## config.mk

```make
export PLATFORM = sky130hd
export DESIGN_NAME = lsu_unit
export DESIGN_NICKNAME = d
export VERILOG_FILES = /design/src/rtl/lsu_pkg.sv /design/src/rtl/lsu_ld_align.sv /design/src/rtl/lsu_unit.sv
export SDC_FILE = /design/constraint.sdc
export NUM_CORES = 1
export LEC_CHECK = 0
export CAP_MARGIN = 25
export CORE_UTILIZATION = 25
export DETAILED_ROUTE_END_ITERATION = 6
export PLACE_DENSITY = 0.51
export SLEW_MARGIN = 10
export SYNTH_ARGS = -nofsm -noshare
export SYNTH_HDL_FRONTEND = slang
export SYNTH_SLANG_ARGS = --single-unit
```

## constraint.sdc

```tcl
create_clock -name i_clk -period 6.6 [get_ports i_clk]
set_input_delay 1.32 -clock i_clk [delete_from_list [all_inputs] [get_ports i_clk]]
set_output_delay 1.32 -clock i_clk [all_outputs]
set_load 0.1 [all_outputs]
```

## src/rtl/lsu_pkg.sv

```systemverilog
// lsu_pkg: shared definitions for the load/store unit.
//   - funct3 width codes (LSU_B/H/W/BU/HU)
//   - FSM state type lsu_state_t
//   - helpers for legality, byte-enable pattern and misalignment detection
package lsu_pkg;

  localparam logic [2:0] LSU_B  = 3'b000;
  localparam logic [2:0] LSU_H  = 3'b001;
  localparam logic [2:0] LSU_W  = 3'b010;
  localparam logic [2:0] LSU_BU = 3'b100;
  localparam logic [2:0] LSU_HU = 3'b101;

  typedef enum logic [1:0] {
    IDLE = 2'd0,
    REQ  = 2'd1,
    DONE = 2'd2
  } lsu_state_t;

  // Stores only have signed-style codes; loads add the unsigned variants.
  function automatic logic lsu_legal(input logic we, input logic [2:0] f3);
    if (we)
      return (f3 == LSU_B) || (f3 == LSU_H) || (f3 == LSU_W);
    return (f3 == LSU_B) || (f3 == LSU_H) || (f3 == LSU_W) ||
           (f3 == LSU_BU) || (f3 == LSU_HU);
  endfunction

  // sz is funct3[1:0]: 00 byte, 01 half, 10 word.
  function automatic logic [3:0] lsu_be(input logic [1:0] sz, input logic [1:0] lo);
    case (sz)
      2'b00:   return 4'b0001 << lo;
      2'b01:   return lo[1] ? 4'b1100 : 4'b0011;
      default: return 4'b1111;
    endcase
  endfunction

  function automatic logic lsu_misaligned(input logic [1:0] sz, input logic [1:0] lo);
    return ((sz == 2'b01) && lo[0]) || ((sz == 2'b10) && (lo != 2'b00));
  endfunction

endpackage

```

## src/rtl/lsu_ld_align.sv

```systemverilog
// lsu_ld_align: combinational load lane select and sign/zero extension.
//   i_rdata   : raw 32-bit word from memory
//   i_addr_lo : byte offset within the word
//   i_funct3  : load width code
//   o_data    : extended load result (0 for non-load codes)
module lsu_ld_align
  import lsu_pkg::*;
(
  input  logic [31:0] i_rdata,
  input  logic [1:0]  i_addr_lo,
  input  logic [2:0]  i_funct3,
  output logic [31:0] o_data
);

  logic [7:0]  w_byte;
  logic [15:0] w_half;

  always_comb begin
    w_byte = i_rdata[7:0];
    case (i_addr_lo)
      2'd0: w_byte = i_rdata[7:0];
      2'd1: w_byte = i_rdata[15:8];
      2'd2: w_byte = i_rdata[23:16];
      2'd3: w_byte = i_rdata[31:24];
      default: w_byte = i_rdata[7:0];
    endcase
  end

  assign w_half = i_addr_lo[1] ? i_rdata[31:16] : i_rdata[15:0];

  always_comb begin
    o_data = '0;
    case (i_funct3)
      LSU_B:   o_data = {{24{w_byte[7]}}, w_byte};
      LSU_H:   o_data = {{16{w_half[15]}}, w_half};
      LSU_W:   o_data = i_rdata;
      LSU_BU:  o_data = {24'h0, w_byte};
      LSU_HU:  o_data = {16'h0, w_half};
      default: o_data = '0;
    endcase
  end

endmodule

```

## src/rtl/lsu_unit.sv

```systemverilog
// lsu_unit: load/store unit, one req/ack memory transaction per operation.
// Ports:
//   i_clk, i_rst (async, active-high)
//   i_valid/o_ready           : operation handshake (ready only when idle)
//   i_we, i_funct3, i_addr, i_wdata : operation fields
//   o_mem_req/we/addr/be/wdata : registered memory port, zero outside REQ
//   i_mem_ack, i_mem_rdata     : memory completion and read word
//   o_done, o_rdata, o_misalign : one-cycle completion result
// Build option: define LSU_MISALIGN_EN to fault misaligned half/word accesses;
// otherwise unused low address bits are ignored and o_misalign is always 0.
//
// state | meaning
// IDLE  | ready for a new operation
// REQ   | memory request outstanding, waiting for i_mem_ack
// DONE  | one-cycle result pulse (o_done)
module lsu_unit
  import lsu_pkg::*;
#(
  parameter int ADDR_W = 32,
  parameter int DATA_W = 32
) (
  input  logic              i_clk,
  input  logic              i_rst,
  input  logic              i_valid,
  output logic              o_ready,
  input  logic              i_we,
  input  logic [2:0]        i_funct3,
  input  logic [ADDR_W-1:0] i_addr,
  input  logic [DATA_W-1:0] i_wdata,
  output logic              o_mem_req,
  output logic              o_mem_we,
  output logic [ADDR_W-1:0] o_mem_addr,
  output logic [3:0]        o_mem_be,
  output logic [DATA_W-1:0] o_mem_wdata,
  input  logic              i_mem_ack,
  input  logic [DATA_W-1:0] i_mem_rdata,
  output logic              o_done,
  output logic [DATA_W-1:0] o_rdata,
  output logic              o_misalign
);

  lsu_state_t r_state, w_state_nxt;

  logic              w_accept, w_legal, w_misalign, w_go_req, w_ack;
  logic [3:0]        w_be;
  logic [DATA_W-1:0] w_st_wdata, w_ld_ext;

  logic              r_mem_req, r_mem_we;
  logic [ADDR_W-1:0] r_mem_addr;
  logic [3:0]        r_mem_be;
  logic [DATA_W-1:0] r_mem_wdata;
  logic [2:0]        r_funct3;
  logic [1:0]        r_addr_lo;
  logic [DATA_W-1:0] r_rdata;
  logic              r_misalign;

  assign w_accept = i_valid & o_ready;
  assign w_legal  = lsu_legal(i_we, i_funct3);
`ifdef LSU_MISALIGN_EN
  assign w_misalign = w_legal & lsu_misaligned(i_funct3[1:0], i_addr[1:0]);
`else
  assign w_misalign = 1'b0;
`endif
  assign w_go_req = w_legal & ~w_misalign;
  assign w_ack    = (r_state == REQ) & i_mem_ack;
  assign w_be     = lsu_be(i_funct3[1:0], i_addr[1:0]);

  // Store data replicated into every lane the width could target; loads send 0.
  always_comb begin
    w_st_wdata = '0;
    if (i_we) begin
      case (i_funct3[1:0])
        2'b00:   w_st_wdata = {4{i_wdata[7:0]}};
        2'b01:   w_st_wdata = {2{i_wdata[15:0]}};
        default: w_st_wdata = i_wdata;
      endcase
    end
  end

  lsu_ld_align u_ld_align (
    .i_rdata   (i_mem_rdata),
    .i_addr_lo (r_addr_lo),
    .i_funct3  (r_funct3),
    .o_data    (w_ld_ext)
  );

  always_ff @(posedge i_clk or posedge i_rst) begin
    if (i_rst) r_state <= IDLE;
    else       r_state <= w_state_nxt;
  end

  always_comb begin
    w_state_nxt = r_state;
    case (r_state)
      IDLE:    if (w_accept) w_state_nxt = w_go_req ? REQ : DONE;
      REQ:     if (i_mem_ack) w_state_nxt = DONE;
      DONE:    w_state_nxt = IDLE;
      default: w_state_nxt = IDLE;
    endcase
  end

  always_comb begin
    o_ready = (r_state == IDLE);
    o_done  = (r_state == DONE);
  end

  // Result registers default to 0 so o_rdata/o_misalign are only non-zero in DONE.
  always_ff @(posedge i_clk or posedge i_rst) begin
    if (i_rst) begin
      r_mem_req   <= 1'b0;
      r_mem_we    <= 1'b0;
      r_mem_addr  <= '0;
      r_mem_be    <= '0;
      r_mem_wdata <= '0;
      r_funct3    <= '0;
      r_addr_lo   <= '0;
      r_rdata     <= '0;
      r_misalign  <= 1'b0;
    end else begin
      r_rdata    <= '0;
      r_misalign <= 1'b0;
      if (w_accept) begin
        if (w_go_req) begin
          r_mem_req   <= 1'b1;
          r_mem_we    <= i_we;
          r_mem_addr  <= {i_addr[ADDR_W-1:2], 2'b00};
          r_mem_be    <= w_be;
          r_mem_wdata <= w_st_wdata;
          r_funct3    <= i_funct3;
          r_addr_lo   <= i_addr[1:0];
        end else begin
          r_misalign <= w_misalign;
        end
      end else if (w_ack) begin
        r_mem_req   <= 1'b0;
        r_mem_we    <= 1'b0;
        r_mem_addr  <= '0;
        r_mem_be    <= '0;
        r_mem_wdata <= '0;
        r_rdata     <= r_mem_we ? '0 : w_ld_ext;
      end
    end
  end

  assign o_mem_req   = r_mem_req;
  assign o_mem_we    = r_mem_we;
  assign o_mem_addr  = r_mem_addr;
  assign o_mem_be    = r_mem_be;
  assign o_mem_wdata = r_mem_wdata;
  assign o_rdata     = r_rdata;
  assign o_misalign  = r_misalign;

endmodule

```

==> impl_results.rst, run 1 <==
.. list-table::
   :header-rows: 1

   * - Metric
     - Value
   * - Run status
     - finished clean
   * - Endpoint arrival time on the critical path
     - 3.86 ns
   * - Vertical extent of the die
     - 143 um
   * - Worst-Margin Slew
     - 1.05 ns
   * - Combined global-route utilization of all metal layers
     - 15.8%
   * - ANT cells
     - 0
   * - Die Area
     - 0.0204 sq mm
   * - Number of global-route vias before repair
     - 4286
   * - Cells after Synth
     - 447
   * - Buffer count from post-CTS setup fixing
     - 0
   * - Cell chain of the critical path
     - clkdlybuf4s50_1 -> o21ai_1 -> nand3_2 -> buf_4 -> mux2i_1
   * - Type of the worst setup path
     - in2reg
   * - CP peak stage delay
     - 0.80 ns
   * - Tightest slew margin relative to the limit
     - 29.8%
   * - Total vias in the final route
     - 4165
   * - Number of input and output port buffers inserted
     - 205
   * - Number of cells in the finished layout apart from fillers
     - 906
   * - Xor and xnor fraction of the mapped netlist area
     - 0%
   * - Post-synthesis instance area
     - 0.00496 sq mm
   * - Vias per std cell
     - 4.60
   * - Worst Path Buf+Inv
     - 2
   * - Initial Utilization
     - 25.5%
   * - Compound-Gate Fraction of Synth Area
     - 16.0%
   * - Final clock skew
     - 0.00666 ns
   * - Maximum frequency from static timing analysis
     - 0.274 GHz
   * - Dominant combinational cell family by area after synthesis
     - multiplexers
   * - Critical path fanouts, max
     - 25
   * - Peak ir drop on the vdd network
     - 237 uV
   * - Element type at the critical path start
     - input port
   * - Number of fillers in the final layout
     - 1912
   * - Count of cell types in the netlist
     - 38
   * - Sum of routed wire length over all layers
     - 16000 um
   * - Sequential Area
     - 0.00268 sq mm
   * - Hold-fix buffer count after cts
     - 0
   * - Number of antenna violations at the first check in global routing
     - 0
   * - Worst-path clk slew
     - 0.07 ns
   * - Number of max-cap violations
     - 0
   * - Setup repair after global routing missed its margin
     - no
   * - Clk Tree Root Cell
     - clkbuf_16
   * - Cell class contributing the biggest share of worst-path delay
     - buffers and inverters
   * - Leakage power
     - 0.00346 uW
   * - Average footprint of a synthesized cell
     - 11.1 sq um
   * - Proportion of register bits with asynchronous set or reset after synthesis
     - 100%
   * - Area of combinational cells with multiple inputs
     - 0.00202 sq mm
   * - Primary FF master, synth
     - dfrtp_1
   * - Congestion Overflow GR
     - 0
   * - Final critical-path share of the clock period
     - 55.3%
   * - Row count
     - 51
   * - DRT iter0 DRCs
     - 162
   * - Adder-cell share of the synthesized area
     - 0%
   * - Layout Nets
     - 740
   * - Wire length per cell after detailed routing
     - 17.6 um
   * - Number of levels in the clock H-tree
     - 3
   * - Setup slack after placement
     - 2.56 ns
   * - Hold Fails Final Rpt
     - 0
   * - Yosys Warn Count
     - 0
   * - Post-CTS resize count
     - 0
   * - Chip width
     - 143 um
   * - Fraction of the yosys area taken by sequential cells
     - 53.9%
   * - Core region area
     - 0.0195 sq mm
   * - Antenna Violating Nets Remaining
     - 0
   * - Detailed-placement wirelength estimate
     - 11500 um
   * - Max Buffers Root-to-Sink
     - 2
   * - Class of the most critical hold timing path
     - reg2reg
   * - Number of design rule violations left after detail routing
     - 0
   * - Minimum period implied by the final worst setup slack
     - 3.65 ns
   * - Register bit count reported by yosys
     - 107
   * - Cell count after placement
     - 890
   * - Final GP Congestion
     - 0.814
   * - Count of flip-flops with a built-in enable after synthesis
     - 0
   * - Total clock sinks
     - 107
   * - TritonCTS buffer count
     - 9
   * - Top Ports
     - 209
   * - Mux cell area share after synthesis
     - 16.3%
   * - Post-Route Setup TNS
     - 0 ns
   * - Pin count of the biggest net entering global routing
     - 62
   * - Final count of pins violating max slew
     - 0
   * - Worst skew pair latency
     - 0.35 ns
   * - Required time at the endpoint of the critical path
     - 6.82 ns
   * - First-pass GRT wire length
     - 24400 um
   * - Final worst setup slack
     - 2.95 ns
   * - Finish-stage setup viols
     - 0
   * - Number of detailed-route iterations in the first pass
     - 5
   * - Fraction of final layout cells sized beyond drive strength 1
     - 6.71%
   * - Post-synthesis share of cell area spent on and, or, nand and nor gates
     - 7.79%
   * - Cell with the largest stage delay on the worst path
     - clkdlybuf4s50_1
   * - Critical Path End Type
     - flop
   * - Clock tree from TritonCTS
     - done
   * - Area growth, synth to finish
     - 52.2%
   * - Ratio of total power to cell area
     - 454 mW/mm^2
[routing by layer]
metal  wire length [um]  vias to the layer above  track usage [%]
met3               1560                       14             5.53
met2               7440                      185             25.3
met1               6760                     2022             19.8
met4                204                        0             5.09
li1                   -                     1944                -
met5                  0                        -                0
[synth_stat cells, types with 8 or more instances]
master	n	area, sq um
dfrtp_1	107	2680
mux2i_1	66	661
nand2_1	63	236
inv_1	33	124
a21oi_1	28	140
o2bb2ai_1	23	201
buf_2	17	85.1
a22o_1	16	140
mux2_2	13	146
o21ai_0	10	50.1
a22oi_1	8	60.1
clkbuf_1	8	30.0
[power breakdown]
group	internal (uW)	switching [uW]	total [uW]
clock	335	253	588
sequential	809	142	950
combinational	480	1410	1900
total	1620	1810	3430
[final timing paths]
path                                                   from                     endpoint  slack, ns  cells past startpoint
worst max-delay path                            i_funct3[0]   o_mem_addr[20]$_DFFE_PP0P_       2.95                      5
worst max register to register     r_addr_lo[1]$_DFFE_PP0P_        o_rdata[28]$_DFF_PP0_       4.28                      3
min in group asynchronous                             i_rst  o_mem_wdata[18]$_DFFE_PP0P_       1.50                      2
worst min register to register  o_mem_wdata[21]$_DFFE_PP0P_  o_mem_wdata[21]$_DFFE_PP0P_       0.50                      1
worst min-delay path            o_mem_wdata[21]$_DFFE_PP0P_  o_mem_wdata[21]$_DFFE_PP0P_       0.50                      1
max in group asynchronous                             i_rst  o_mem_wdata[13]$_DFFE_PP0P_       3.96                      3
[logic make-up (layout without fill, tap and decap cells)]
| kind of cell | after synthesis | count (layout) |
|---|---|---|
| flops | 107 | 107 |
| simple gates | 84 | 84 |
| mux | 79 | 79 |
| buf+inv | 67 | 259 |
| compound gates | 109 | 109 |
| other cells | 1 | 3 |
[through the flow]
stage	power [uW]	utilization [%]	instance area, sq um	hold slack [ns]
floorplan	2370	-	4970	0.586
global placement	2840	37.2	7240	0.466
detailed placement	2860	37.2	7240	0.468
CTS	3470	38.8	7550	0.497
global route	3580	38.8	7550	0.522
finish	3430	38.8	7550	0.496
[cells in the final DEF, fill, tap and decap left out, types with 3 or more instances in the layout]
| master | instances |
|---|---|
| nand2b_1 | 3 |
| mux2_2 | 13 |
| clkdlybuf4s50_1 | 205 |
| a211oi_1 | 7 |
| nand2_1 | 63 |
| a22o_1 | 16 |
| o21ai_0 | 10 |
| a22oi_1 | 8 |
| mux2i_1 | 66 |
| o2bb2ai_1 | 23 |
| a21oi_1 | 28 |
| conb_1 | 3 |
| clkbuf_16 | 9 |
| o32ai_1 | 7 |
| inv_1 | 32 |
| buf_4 | 4 |
| dfrtp_1 | 107 |
[sequential cells by signal, summed over array words and instances (netlist names)]
register / count
o_mem_be: 4
o_mem_req: 1
o_rdata: 32
o_mem_wdata: 32
r_addr_lo: 2
o_mem_addr: 30
r_state: 2
o_mem_we: 1
r_funct3: 3
[cell type report]
cell class / instances / share of cell area, %
flip-flops and latches: 107 / 35.4
well taps: 265 / 4.39
repair buffers: 209 / 27.6
inverters: 34 / 1.72
clock buffers: 10 / 3.03
clock inverters: 6 / 1.16
multi-input cells: 275 / 26.7
[worst reg2reg max path: cells and delay by family (launching register included)]
family,cells,cell delay [ns]
AO/OA/AOI/OAI,2,0.81
multiplexers,1,0.46
flip-flops,1,0.90
(Power assumes the default switching activity.)
==> run 2, diff against run 1 <==
Settings changed: PLACE_DENSITY 0.51 to 0.53.
Clock period 6.6 ns to 3 ns, I/O delays scaled along.
==> run 2 against run 1 <==
Critical path depth is 1 lower. Sequential power is 120% higher. Via count rose by 0.53%. Critical endpoint is now o_mem_wdata[0]$_DFFE_PP0P_. Combinational power increased by 120%. Largest cell class unchanged. Non-clock buffer count increased by 11. Routed wire length is 1.3% lower.
==> impl_results.rst, run 2 (synthesis gave the netlist of run 1 again) <==
.. list-table::
   :header-rows: 1

   * - Metric
     - Value
   * - Run status
     - finished clean
   * - Combined global-route utilization of all metal layers
     - 15.8% (-0.026 points)
   * - Antenna Violating Nets Remaining
     - 0 (unchanged)
   * - Die Area
     - 0.0204 sq mm (unchanged)
   * - DRT iter0 DRCs
     - 179 (+10%)
   * - Top Ports
     - 209 (unchanged)
   * - Total clock sinks
     - 107 (unchanged)
   * - Core occupancy in the finished layout
     - 38.1% (-0.71 points)
   * - Critical path fanouts, max
     - 17 (-32%)
   * - Worst-path clk slew
     - 0.08 ns (about the same)
   * - Type of the worst setup path
     - in2reg
   * - Cell count after placement
     - 901 (+1.2%)
   * - Peak ir drop on the vdd network
     - 571 uV (+140%)
   * - Clk network pwr share
     - 17.8% (+0.7 points)
   * - Switching share of power
     - 53.0% (+0.30 points)
   * - Critical Path End Type
     - flop
   * - Number of levels in the clock H-tree
     - 3 (unchanged)
   * - First-pass GRT wire length
     - 24200 um (-0.48%)
   * - Class of the most critical hold timing path
     - reg2reg
   * - Vias per std cell
     - 4.56 (-0.79%)
   * - Cell class contributing the biggest share of worst-path delay
     - simple AND/OR/NAND/NOR gates
   * - Required time at the endpoint of the critical path
     - 3.30 ns (-3.52 ns)
   * - Maximum frequency from static timing analysis
     - 0.465 GHz
   * - Post-CTS resize count
     - 0 (unchanged)
   * - Final GP Congestion
     - 0.831 (+2.1%)
   * - Element type at the critical path start
     - input port
   * - Total internal power
     - 3530 uW (+120%)
   * - Most common cell after layout, fill and taps aside
     - buf_4
   * - Cell with the largest stage delay on the worst path
     - and4_1
   * - Final clock skew
     - 0.00619 ns (-0.000476 ns)
   * - Worst Path Buf+Inv
     - 1 (-1)
   * - Area growth, synth to finish
     - 49.4%
   * - Worst-Margin Slew
     - 1.06 ns (+0.0145 ns)
   * - Tightest slew margin relative to the limit
     - 28.8% (-1.0 points)
   * - Number of input and output port buffers inserted
     - 205 (unchanged)
   * - Cell area after placement
     - 0.00709 sq mm (-2.1%)
   * - Layout Nets
     - 751 (+1.5%)
   * - Final critical-path share of the clock period
     - 71.6%
   * - Share of total power in sequential cells
     - 27.6% (about the same)
   * - Row count
     - 51 (unchanged)
   * - Setup repair after global routing missed its margin
     - no
   * - Buffer count from post-CTS setup fixing
     - 0 (unchanged)
   * - Congestion Overflow GR
     - 0 (unchanged)
   * - Minimum period implied by the final worst setup slack
     - 2.15 ns
   * - Ratio of total power to cell area
     - 1010 mW/mm^2 (+120%)
   * - Clock tree from TritonCTS
     - done
   * - Sw power
     - 3980 uW (+120%)
   * - Sum of routed wire length over all layers
     - 15800 um (-1.3%)
   * - Number of detailed-route iterations in the first pass
     - 4 (-1)
   * - Wire length per cell after detailed routing
     - 17.2 um (-2.6%)
   * - CP peak stage delay
     - 0.69 ns (-0.11 ns)
   * - Max Buffers Root-to-Sink
     - 2 (unchanged)
   * - Cell area after layout
     - 0.00742 sq mm (-1.8%)
   * - Hold-fix buffer count after cts
     - 0 (unchanged)
   * - TritonCTS buffer count
     - 9 (unchanged)
   * - Number of max-cap violations
     - 0 (unchanged)
   * - Most frequent cells in the layout
     - 115 x buf_4, 107 x dfrtp_1, 103 x clkdlybuf4s50_1
   * - Number of antenna violations at the first check in global routing
     - 1 (+1)
   * - Power share of the combinational group
     - 54.6% (-0.6 points)
   * - Initial Utilization
     - 25.5% (unchanged)
   * - Fraction of final layout cells sized beyond drive strength 1
     - 23.9% (+17 points)
   * - Clk Tree Root Cell
     - clkbuf_16
   * - Cell chain of the critical path
     - clkdlybuf4s50_1 -> o21ai_1 -> and4_1 -> a22o_1
   * - Number of global-route vias before repair
     - 4279 (-0.16%)
   * - Leakage power
     - 0.00368 uW (+6.4%)
   * - Endpoint arrival time on the critical path
     - 2.45 ns (-1.41 ns)
   * - Number of cells in the finished layout apart from fillers
     - 918 (+1.3%)
   * - Pin count of the biggest net entering global routing
     - 36 (-42%)
   * - Post-Route Setup TNS
     - 0 ns (unchanged)
   * - Setup slack after placement
     - 0.452 ns (-2.11 ns)
   * - Number of design rule violations left after detail routing
     - 0 (unchanged)
   * - Core region area
     - 0.0195 sq mm (unchanged)
   * - Total vias in the final route
     - 4187 (+0.53%)
   * - Finish-stage setup viols
     - 0 (unchanged)
   * - Detailed-placement wirelength estimate
     - 11700 um (+2.0%)
   * - Vertical extent of the die
     - 143 um (unchanged)
   * - Worst skew pair latency
     - 0.36 ns (about the same)
   * - Chip width
     - 143 um (unchanged)
   * - Hold Fails Final Rpt
     - 0 (unchanged)
   * - Final worst setup slack
     - 0.852 ns (-2.10 ns)
   * - Final count of pins violating max slew
     - 0 (unchanged)
[run 2: cell types whose count changed in the layout (fill, tap and decap cells not counted), moves of 2 or more]
| cell | delta |
|---|---|
| buf_12 | +2 |
| clkdlybuf4s50_1 | -102 |
| clkinvlp_4 | +2 |
| buf_4 | +111 |
| inv_6 | -2 |
| clkbuf_8 | +2 |
[run 2: worst paths after layout]
check | from | end | slack, ns | cells past startpoint
max in group asynchronous | i_rst | o_mem_addr[15]$_DFFE_PP0P_ | 1.69 | 3
min reg2reg | o_mem_req$_DFFE_PP0P_ | o_mem_req$_DFFE_PP0P_ | 0.49 | 2
min in group asynchronous | i_rst | o_mem_addr[7]$_DFFE_PP0P_ | 0.70 | 2
min | o_mem_req$_DFFE_PP0P_ | o_mem_req$_DFFE_PP0P_ | 0.49 | 2
max reg2reg | r_funct3[0]$_DFFE_PP0P_ | o_rdata[0]$_DFF_PP0_ | 1.09 | 3
max | i_funct3[0] | o_mem_wdata[0]$_DFFE_PP0P_ | 0.85 | 4
[run 2: layout make-up]
| type | instances | area [sq um] |
|---|---|---|
| Sequential cell | 107 | 2680 |
| Timing Repair Buffer | 220 | 1930 |
| Clock buffer | 12 | 256 |
| Fill cell | 1934 | 12000 |
| Tap cell | 265 | 332 |
| Multi-Input combinational cell | 275 | 2010 |
| Antenna cell | 1 | 2.50 |
| Inverter | 34 | 131 |
| Clock inverter | 4 | 72.6 |
[run 2: stage by stage]
step / total power, uW / hold slack [ns]
final: 7500 / 0.489
after global routing: 7810 / 0.520
after CTS: 7570 / 0.487
after detailed placement: 6210 / 0.469
after global placement: 6170 / 0.468
after floorplan: 5220 / 0.586
[run 2: power groups by stage]
stage          sequential [uW]  combinational, uW  clock (uW)
2_1_floorplan             4260                958           0
3_3_place_gp              2090               4080           0
3_5_place_dp              2090               4120           0
4_1_cts                   2080               4120        1370
5_1_grt                   2130               4250        1430
6_report                  2070               4100        1330
[run 2: per-layer routing]
layer / routed length [um] / global-route usage, %
met1: 6970 / 20.3
met4: 206 / 5.77
met3: 1150 / 4.26
met2: 7440 / 25.2
met5: 0 / 0
[run 2: worst register-to-register path, stage by stage, from the launching register on]
cell,delay (ns)
dfrtp_1,0.59
o21ai_0,0.26
nand3b_1,0.53
a211oi_1,0.42
==> run 3, diff against run 2 <==
Clock period 3 ns to 1.86 ns, I/O delays scaled along.
==> run 3 against run 2 <==
Sequential power rose by 71%. Clock skew rose by 0.0015 ns. Critical path depth rose by 2. Clock power rose by 41%. Count of clock-buffer cells in the layout fell by 2. Final cell count grew 1.6%. Global-route usage decreased by 0.19 points. Largest cell class is now buffers. Largest power group unchanged. Highest routed layer unchanged.
==> impl_results.rst, run 3 (synthesis gave the netlist of run 1 again) <==
.. list-table::
   :header-rows: 1

   * - Metric
     - Value
   * - Top Ports
     - 209 (unchanged)
   * - Chip width
     - 143 um (unchanged)
   * - Total vias in the final route
     - 4229 (+1.0%)
   * - Most common cell after layout, fill and taps aside
     - dfrtp_1
   * - Minimum period implied by the final worst setup slack
     - 1.59 ns
   * - Vias per std cell
     - 4.53 (-0.62%)
   * - Vertical extent of the die
     - 143 um (unchanged)
   * - Congestion Overflow GR
     - 0 (unchanged)
   * - DRT iter0 DRCs
     - 158 (-12%)
   * - Worst skew pair latency
     - 0.35 ns (about the same)
   * - Leakage power
     - 0.00407 uW (+10%)
   * - Clk Tree Root Cell
     - clkbuf_16
   * - Core region area
     - 0.0195 sq mm (unchanged)
   * - Number of fillers in the final layout
     - 1777 (-8.1%)
   * - Cell area after placement
     - 0.00836 sq mm (+18%)
   * - CP peak stage delay
     - 0.55 ns (-0.14 ns)
   * - Number of cells in the finished layout apart from fillers
     - 933 (+1.6%)
   * - Endpoint arrival time on the critical path
     - 1.85 ns (-0.60 ns)
   * - Number of detailed-route iterations in the first pass
     - 4 (unchanged)
   * - Post-CTS resize count
     - 0 (unchanged)
   * - Cell chain of the critical path
     - clkdlybuf4s50_1 -> o21ai_1 -> buf_4 -> nand3_2 -> buf_12 -> mux2i_1
   * - Final hold slack
     - 0.490 ns (+0.00111 ns)
   * - Class of the most critical hold timing path
     - in2async
   * - Worst-path clk slew
     - 0.08 ns (about the same)
   * - Row count
     - 51 (unchanged)
   * - Cell with the largest stage delay on the worst path
     - clkdlybuf4s50_1
   * - Number of design rule violations left after detail routing
     - 0 (unchanged)
   * - Element type at the critical path start
     - input port
   * - Worst R2R End
     - o_mem_wdata[24]$_DFFE_PP0P_
   * - Combined global-route utilization of all metal layers
     - 15.6% (-0.19 points)
   * - Setup slack after placement
     - -0.110 ns (-0.562 ns)
   * - Final count of pins violating max slew
     - 0 (unchanged)
   * - Antenna Violating Nets Remaining
     - 0 (unchanged)
   * - R2r startpoint
     - r_state[0]$_DFFE_PP0P_
   * - Cell area after layout
     - 0.00864 sq mm (+17%)
   * - Critical Path End Type
     - flop
   * - Clock tree from TritonCTS
     - done
   * - Peak ir drop on the vdd network
     - 610 uV (+6.9%)
   * - Die Area
     - 0.0204 sq mm (unchanged)
   * - Cell count after placement
     - 917 (+1.8%)
   * - Finish-stage setup viols
     - 0 (unchanged)
   * - Number of max-cap violations
     - 0 (unchanged)
   * - Most frequent cells in the layout
     - 107 x dfrtp_1, 103 x clkdlybuf4s50_1, 93 x buf_12
   * - Hold Fails Final Rpt
     - 0 (unchanged)
   * - ANT cells
     - 0 (-1)
   * - Final GP Congestion
     - 0.811 (-2.5%)
   * - TritonCTS buffer count
     - 9 (unchanged)
   * - Fraction of final layout cells sized beyond drive strength 1
     - 26.2% (+2.3 points)
   * - Pin count of the biggest net entering global routing
     - 72 (+100%)
   * - Number of global-route vias before repair
     - 4420 (+3.3%)
   * - Total clock sinks
     - 107 (unchanged)
   * - Final critical-path share of the clock period
     - 85.4%
   * - Final worst setup slack
     - 0.272 ns (-0.579 ns)
   * - Sum of routed wire length over all layers
     - 15500 um (-1.4%)
   * - Final clock skew
     - 0.00768 ns (+0.00149 ns)
   * - Flop-to-flop setup slack
     - 0.30 ns (-0.79 ns)
   * - Required time at the endpoint of the critical path
     - 2.12 ns (-1.18 ns)
   * - Type of the worst setup path
     - in2reg
   * - First-pass GRT wire length
     - 24300 um (+0.40%)
   * - Maximum frequency from static timing analysis
     - 0.630 GHz
   * - Run status
     - finished clean
   * - Wire length per cell after detailed routing
     - 16.6 um (-3.0%)
   * - Number of antenna violations at the first check in global routing
     - 0 (-1)
   * - Area growth, synth to finish
     - 74.1%
   * - Layout Nets
     - 767 (+2.1%)
   * - Setup repair after global routing missed its margin
     - no
   * - Initial Utilization
     - 25.5% (unchanged)
   * - Ratio of total power to cell area
     - 1560 mW/mm^2 (+54%)
   * - Max Buffers Root-to-Sink
     - 2 (unchanged)
   * - Critical path fanouts, max
     - 25 (+8)
   * - Number of levels in the clock H-tree
     - 3 (unchanged)
   * - Buffer count from post-CTS setup fixing
     - 0 (unchanged)
   * - Number of input and output port buffers inserted
     - 205 (unchanged)
   * - Detailed-placement wirelength estimate
     - 11700 um (+0.18%)
   * - Hold-fix buffer count after cts
     - 0 (unchanged)
   * - Logic depth of the worst register-to-register path
     - 5 (+2)
==> run 3: changes by cell type in the layout (fill, tap and decap cells not counted), sizes merged <==
cell,before,now
inv,32,34
clkinv,2,4
bufinv,2,0
diode,1,0
clkbuf,12,10
buf,117,133
==> run 3: area by class of cell <==
class,instances,area [sq um],share of cell area (%)
repair buffers,236,3190,36.9
flip-flops and latches,107,2680,31.0
inverters,34,131,1.52
multi-input cells,275,2020,23.4
well taps,265,332,3.84
clock buffers,10,239,2.76
clock inverters,6,47.5,0.550
==> run 3: per-stage QoR <==
stage	utilization (%)	total power [uW]	setup TNS, ns
6_report	44.4	13500	0
5_1_grt	44.4	14000	0
4_1_cts	44.4	13600	0
3_5_place_dp	42.9	11700	-4.12
3_3_place_gp	42.9	11600	-1.56
2_1_floorplan	-	8420	0
==> run 3: how the worst max path moves through the flow <==
stage,start,end
2_1_floorplan,i_rst,o_mem_addr[10]$_DFFE_PP0P_
3_3_place_gp,i_funct3[0],o_mem_addr[24]$_DFFE_PP0P_
3_5_place_dp,i_funct3[0],o_mem_addr[14]$_DFFE_PP0P_
4_1_cts,i_funct3[0],o_mem_addr[14]$_DFFE_PP0P_
5_1_grt,i_funct3[0],o_mem_addr[20]$_DFFE_PP0P_
6_report,i_funct3[0],o_mem_addr[24]$_DFFE_PP0P_
==> run 3: where the power goes <==
part | internal [uW] | switching, uW | leakage [uW]
sequential | 2870 | 660 | 0.00140
combinational | 2940 | 5140 | 0.00252
clock | 959 | 907 | 0.000139
==> run 3: metal layers <==
| layer | up-vias | global-route usage (%) | wire (um) |
|---|---|---|---|
| met1 | 2055 | 20.3 | 6880 |
| met5 | - | 0 | 0 |
| met2 | 158 | 24.6 | 7210 |
| li1 | 2003 | - | - |
| met4 | 0 | 3.79 | 170 |
| met3 | 13 | 5.37 | 1280 |
==> run 3: worst max-delay path, delay by kind of cell <==
family,cells,cell delay (ns)
muxes,1,0.22
and+or+nand+nor,1,0.19
buffers and inverters,3,0.95
AOI/OAI and AO/OA,1,0.10
